## src/rtl/fwd_addr_gen_state.sv

```systemverilog
// Forward-pass write-address generator for one LSTM layer: act/c/h write strobes and addresses.
// Optional build macro FWD_ADDR_REVERSE_EN: write addresses become TOTAL-1-k instead of k.
module fwd_addr_gen_state #(
    parameter int ADDR_WIDTH = 12,
    parameter int NUM_CELL   = 53,
    parameter int TIMESTEP   = 7,
    parameter int DELAY_C    = 2,
    parameter int DELAY_H    = 4
) (
    input  logic                  clk,
    input  logic                  rst,
    input  logic                  en,
    input  logic                  i_valid,
    output logic                  wr_act,
    output logic [ADDR_WIDTH-1:0] o_addr_act,
    output logic                  wr_c,
    output logic [ADDR_WIDTH-1:0] o_addr_c,
    output logic                  wr_h,
    output logic [ADDR_WIDTH-1:0] o_addr_h,
    output logic [ADDR_WIDTH-1:0] o_t,
    output logic                  o_busy,
    output logic                  o_done,
    output logic                  o_overflow
);

    typedef enum logic [1:0] {
        ST_IDLE  = 2'd0,
        ST_RUN   = 2'd1,
        ST_DRAIN = 2'd2,
        ST_DONE  = 2'd3
    } state_t;

    localparam logic [ADDR_WIDTH-1:0] LAST_K = ADDR_WIDTH'(NUM_CELL * TIMESTEP - 1);
    localparam logic [ADDR_WIDTH-1:0] LAST_N = ADDR_WIDTH'(NUM_CELL - 1);
    localparam int                    DCW    = (DELAY_H > 1) ? $clog2(DELAY_H) : 1;
    localparam logic [DCW-1:0]        DRAIN_LAST = DCW'(DELAY_H - 1);

    state_t                state_r;
    logic                  en_prev_r;
    logic [ADDR_WIDTH-1:0] k_r;
    logic [ADDR_WIDTH-1:0] n_r;
    logic [ADDR_WIDTH-1:0] t_r;
    logic [DCW-1:0]        drain_cnt_r;
    logic                  busy_r;
    logic                  done_r;
    logic                  overflow_r;
    logic [DELAY_H:1]      pv_r;
    logic [ADDR_WIDTH-1:0] pa_r [1:DELAY_H];

    logic                  en_rise_s;
    logic                  accept_s;
    logic                  abort_s;
    logic                  stray_s;
    logic [ADDR_WIDTH-1:0] wr_addr_s;

    // Control decode and write-address selection for the cell being accepted.
    always_comb begin
        en_rise_s = en & ~en_prev_r;
        accept_s  = (state_r == ST_RUN) & en & i_valid;
        abort_s   = ((state_r == ST_RUN) | (state_r == ST_DRAIN)) & ~en;
        stray_s   = i_valid & (state_r != ST_RUN);
`ifdef FWD_ADDR_REVERSE_EN
        wr_addr_s = LAST_K - k_r;
`else
        wr_addr_s = k_r;
`endif
    end

    // Pass sequencing FSM with entry counters and status flags.
    always_ff @(posedge clk) begin
        if (rst) begin
            state_r     <= ST_IDLE;
            en_prev_r   <= 1'b1;   // a held-high en after reset is not a start request
            k_r         <= '0;
            n_r         <= '0;
            t_r         <= '0;
            drain_cnt_r <= '0;
            busy_r      <= 1'b0;
            done_r      <= 1'b0;
            overflow_r  <= 1'b0;
        end else begin
            en_prev_r <= en;
            done_r    <= 1'b0;
            if (stray_s) begin
                overflow_r <= 1'b1;
            end
            case (state_r)
                ST_IDLE: begin
                    if (en_rise_s) begin
                        state_r <= ST_RUN;
                        busy_r  <= 1'b1;
                        k_r     <= '0;
                        n_r     <= '0;
                        t_r     <= '0;
                    end
                end
                ST_RUN: begin
                    if (!en) begin
                        state_r <= ST_IDLE;
                        busy_r  <= 1'b0;
                        k_r     <= '0;
                        n_r     <= '0;
                        t_r     <= '0;
                    end else if (i_valid) begin
                        k_r <= k_r + ADDR_WIDTH'(1);
                        if (n_r == LAST_N) begin
                            n_r <= '0;
                            t_r <= t_r + ADDR_WIDTH'(1);
                        end else begin
                            n_r <= n_r + ADDR_WIDTH'(1);
                        end
                        if (k_r == LAST_K) begin
                            state_r     <= ST_DRAIN;
                            drain_cnt_r <= '0;
                        end
                    end
                end
                ST_DRAIN: begin
                    if (!en) begin
                        state_r <= ST_IDLE;
                        busy_r  <= 1'b0;
                        k_r     <= '0;
                        n_r     <= '0;
                        t_r     <= '0;
                    end else if (drain_cnt_r == DRAIN_LAST) begin
                        // last wr_h is on the port this cycle
                        state_r <= ST_DONE;
                        busy_r  <= 1'b0;
                        done_r  <= 1'b1;
                    end else begin
                        drain_cnt_r <= drain_cnt_r + DCW'(1);
                    end
                end
                ST_DONE: begin
                    state_r <= ST_IDLE;
                end
                default: begin
                    state_r <= ST_IDLE;
                    busy_r  <= 1'b0;
                end
            endcase
        end
    end

    // Write pipeline: valid bit and address per stage; addresses hold when no entry passes.
    always_ff @(posedge clk) begin
        if (rst) begin
            pv_r <= '0;
            for (int i = 1; i <= DELAY_H; i++) begin
                pa_r[i] <= '0;
            end
        end else if (abort_s) begin
            pv_r <= '0;
        end else begin
            pv_r[1] <= accept_s;
            if (accept_s) begin
                pa_r[1] <= wr_addr_s;
            end
            for (int i = 2; i <= DELAY_H; i++) begin
                pv_r[i] <= pv_r[i-1];
                if (pv_r[i-1]) begin
                    pa_r[i] <= pa_r[i-1];
                end
            end
        end
    end

    assign wr_act     = pv_r[1];
    assign o_addr_act = pa_r[1];
    assign wr_c       = pv_r[DELAY_C];
    assign o_addr_c   = pa_r[DELAY_C];
    assign wr_h       = pv_r[DELAY_H];
    assign o_addr_h   = pa_r[DELAY_H];
    assign o_t        = t_r;
    assign o_busy     = busy_r;
    assign o_done     = done_r;
    assign o_overflow = overflow_r;

endmodule

```

## config.mk

```make
export PLATFORM = sky130hd
export DESIGN_NAME = fwd_addr_gen_state
export DESIGN_NICKNAME = d
export VERILOG_FILES = /design/src/rtl/fwd_addr_gen_state.sv
export SDC_FILE = /design/constraint.sdc
export NUM_CORES = 1
export LEC_CHECK = 0
export ABC_CLOCK_PERIOD_IN_PS = 3000
export CAP_MARGIN = 20
export CORE_ASPECT_RATIO = 0.5
export CORE_UTILIZATION = 60
export CTS_BUF_LIST = sky130_fd_sc_hd__clkbuf_8
export DETAILED_ROUTE_END_ITERATION = 6
export MAX_ROUTING_LAYER = met4
export PLACE_DENSITY = 0.95
export SYNTH_ARGS = -nofsm -noshare
export SYNTH_HDL_FRONTEND = slang
export SYNTH_SLANG_ARGS = --single-unit
export TNS_END_PERCENT = 30
```

## constraint.sdc

```tcl
create_clock -name clk -period 3 [get_ports clk]
set_input_delay 0.3 -clock clk [delete_from_list [all_inputs] [get_ports clk]]
set_output_delay 0.3 -clock clk [all_outputs]
set_load 0.03 [all_outputs]
```

==> results.tsv <==
stage	metric	value	unit
layout	syn2layout_area_growth	13.20	%
sta	finalSetupViolCount	0	
clocking	clk_pin_slew	90	ps
sta	hold_viol_final	0	
worst_setup_path	setup.worst_path.class	reg -> reg	
grt	first_global_vias	2926	
die	die-area	7795	µm²
routing	remaining_drc_errors	0	
grt	antenna_found_initial	0	
die	start_util	64.23	%
layout	diodes	0	
die	pin_count	58	
sta	rsz0062_at_grt	no	
routing	drtIter0Drc	207	
clocking	cts_root_buf	clkbuf_8	
logic_synthesis	synth_sequential_area_ratio	53.92	%
logic_synthesis	syn_inst	430	
layout	fin_nets	463	
logic_synthesis	synth_top_flop_cell	edfxtp_1	
power	leakagePower	1.966	nW
layout	drive_above_1_share	6.843	%
grt	grt_pass1_wl	13.95	mm
power	p_int	0.001918	W
logic_synthesis	syn_area	4456	µm²
sta	slew_headroom	45.92	%
worst_setup_path	critPathMaxStageDelay	670	ps
routing	vias	3244	
clocking	cts.hold.buffers_added	0	
logic_synthesis	synth_edf_count	48	
place	placed_area	4835	µm²
die	die_h	62.94	µm
place	dp_hpwl	5.776	mm
worst_setup_path	cp.required	3280	ps
power	p_comb_share	11.2	%
clocking	post_cts_buffers	0	
sta	fmax	0.4105	GHz
worst_setup_path	cp_max_fo	14	
layout	layout_commonest_cell	clkdlybuf4s50_1	
sta	finalCriticalPeriod	2436	ps
power	clkPwrFrac	33.7	%
worst_setup_path	critPathSlowestCell	a21oi_1	
status	status	finished, final reports clean	
layout	layout_common_cells	clkdlybuf4s50_1 (57), and3_1 (55), dfxtp_1 (48), edfxtp_1 (48), o21ai_0 (26)	
die	core	6937	µm²
logic_synthesis	synth.net_count	445	
sta	tightest_slew	811.2	ps
clocking	cts_made_buffers	9	
routing	routed_via_density	5.952	
sta	fin_crit_sh	81.21	%
grt	grt_max_degree	27	
clocking	htree_levels	3	
worst_setup_path	crit_arrival	2710	ps
layout	fillers	484	
layout	final_area	5044	µm²
layout	regArea	2402	µm²
die	rows	21	
power	power_density	515.2	nW/µm²
clocking	tritoncts	built	
logic_synthesis	ys_async_sr_fraction	0	%
logic_synthesis	syn_avg_cell_area	10.36	µm²
place	port_buffers	57	
routing	dr.pass1.iters	5	
worst_setup_path	worstSetupStartpointType	flip-flop	
power	p_sw_share	26.17	%
logic_synthesis	yosysWarningCount	0	
layout	multi_input_area	1645	µm²
sta	slew_violations	0	
routing	ant_nets	0	
layout	post-route-util	72.71	%
worst_setup_path	end_kind	flip-flop	
clocking	clk_latency	380	ps
grt	overflow	0	
sta	whs	480.0	ps
clocking	ctsResizeCount	0	
worst_setup_path	crit_family	compound AO/OA/AOI/OAI gates	
clocking	cts.sinks	96	
place	gp_congestion	0.8414	
die	die_x	123.9	µm
worst_setup_path	crit_chain	inv_1 -> ha_1 -> nor2b_1 -> o21ai_1 -> buf_4 -> a21oi_1 -> o21ai_0 -> o41ai_1	
power	seq_power_share	55.1	%
worst_setup_path	cp.buffers_inverters	2	
routing	drt_wl_total	8.460	mm
clocking	cts_max_path_buffers	2	
power	switching_power	0.0006801	W
sta	worst_clock_skew	10.64	ps
grt	grt_usage	24.55	%
min_path	worstHoldPathType	reg -> reg	
logic_synthesis	synth_cell_types	46	
power	peakVddDrop	0.3035	mV
logic_synthesis	ys_seq_elements	96	
routing	routedWlPerCell	15.52	µm
run	drv_cap	0	
sta	setup_tns	0	ps
[Yosys cell counts, drive strengths merged, types with 5 or more instances]
| cell | count | area share (%) |
|---|---|---|
| nand4 | 14 | 2.0 |
| or3 | 14 | 2.0 |
| nand3 | 18 | 2.1 |
| a21oi | 23 | 2.7 |
| o21ai | 27 | 3.0 |
| buf | 41 | 6.7 |
| and3 | 55 | 7.7 |
| nand2 | 19 | 1.6 |
| and2 | 5 | 0.70 |
| edfxtp | 48 | 32 |
| xor2 | 11 | 2.2 |
| inv | 11 | 0.93 |
| dfxtp | 48 | 22 |
| a21o | 6 | 1.0 |
| ha | 11 | 3.1 |
| nor2 | 23 | 1.9 |
| clkbuf | 18 | 1.5 |
[per-layer routing]
layer / up-vias / GRT usage [%] / wire length (µm)
met2: 112 / 38.47 / 4098
met3: 10 / 8.850 / 596
met4: 0 / 8.283 / 111
li1: 1558 / - / -
met1: 1564 / 29.27 / 3654
met5: - / - / 0
[power groups by stage]
stage          registers [W]  logic (W)  clock network (W)
5_1_grt              0.00144   0.000315           0.000947
3_3_place_gp         0.00146   0.000278                  0
2_1_floorplan        0.00146   0.000208                  0
4_1_cts              0.00143   0.000289           0.000893
3_5_place_dp         0.00146   0.000288                  0
6_report             0.00143   0.000291           0.000875
[worst register-to-register path, stage by stage (launching register included)]
cell     delay (ps)
dfxtp_1         350
inv_1           120
ha_1            300
nor2b_1         210
o21ai_1         150
buf_4           240
a21oi_1         670
o21ai_0         200
o41ai_1         100
[area by class of cell]
cell class                      instances  area share [%]
Inverter                               11          0.8187
Clock buffer                           10           2.729
Timing Repair Buffer                   66           12.60
Clock inverter                          6           1.315
Multi-Input combinational cell        264           32.62
Sequential cell                        96           47.63
Tap cell                               92           2.282
[metrics by stage]
| step | worst slack (ps) | power, W | cells |
|---|---|---|---|
| 3_5_place_dp | 408.7 | 0.001750 | 528 |
| 5_1_grt | 247.3 | 0.002699 | 545 |
| 6_report | 563.8 | 0.002599 | 545 |
| 4_1_cts | 389.8 | 0.002615 | 544 |
| 2_1_floorplan | 942.8 | 0.001672 | 430 |
| 3_3_place_gp | 521.7 | 0.001738 | 528 |
[sequential cells by signal, indices dropped and copies added, names as in the netlist]
signal,count
pa_r,48
k_r,12
n_r,12
o_t,12
pv_r,4
drain_cnt_r,2
state_r,2
en_prev_r,1
o_busy,1
o_done,1
o_overflow,1
[worst paths after layout]
path                                     start        endpoint  slack (ps)  depth (start not counted)
worst max-delay path                state_r[1]          n_r[7]         560                          8
worst min-delay path            drain_cnt_r[1]  drain_cnt_r[1]         480                          2
worst max register to register      state_r[1]          n_r[7]         560                          8
worst min register to register  drain_cnt_r[1]  drain_cnt_r[1]         480                          2
[cell families (layout without fill, tap and decap cells)]
family	Yosys count	count (layout)	synth area share, %
AO/OA/AOI/OAI	71	71	9.604
flip-flops	96	96	53.92
XOR/XNOR	11	11	2.162
buffers and inverters	70	93	9.155
adder cells (fa/ha/maj)	11	11	3.089
AND/OR/NAND/NOR	171	171	22.07
Note: power is estimated with default switching activity, not from simulation.
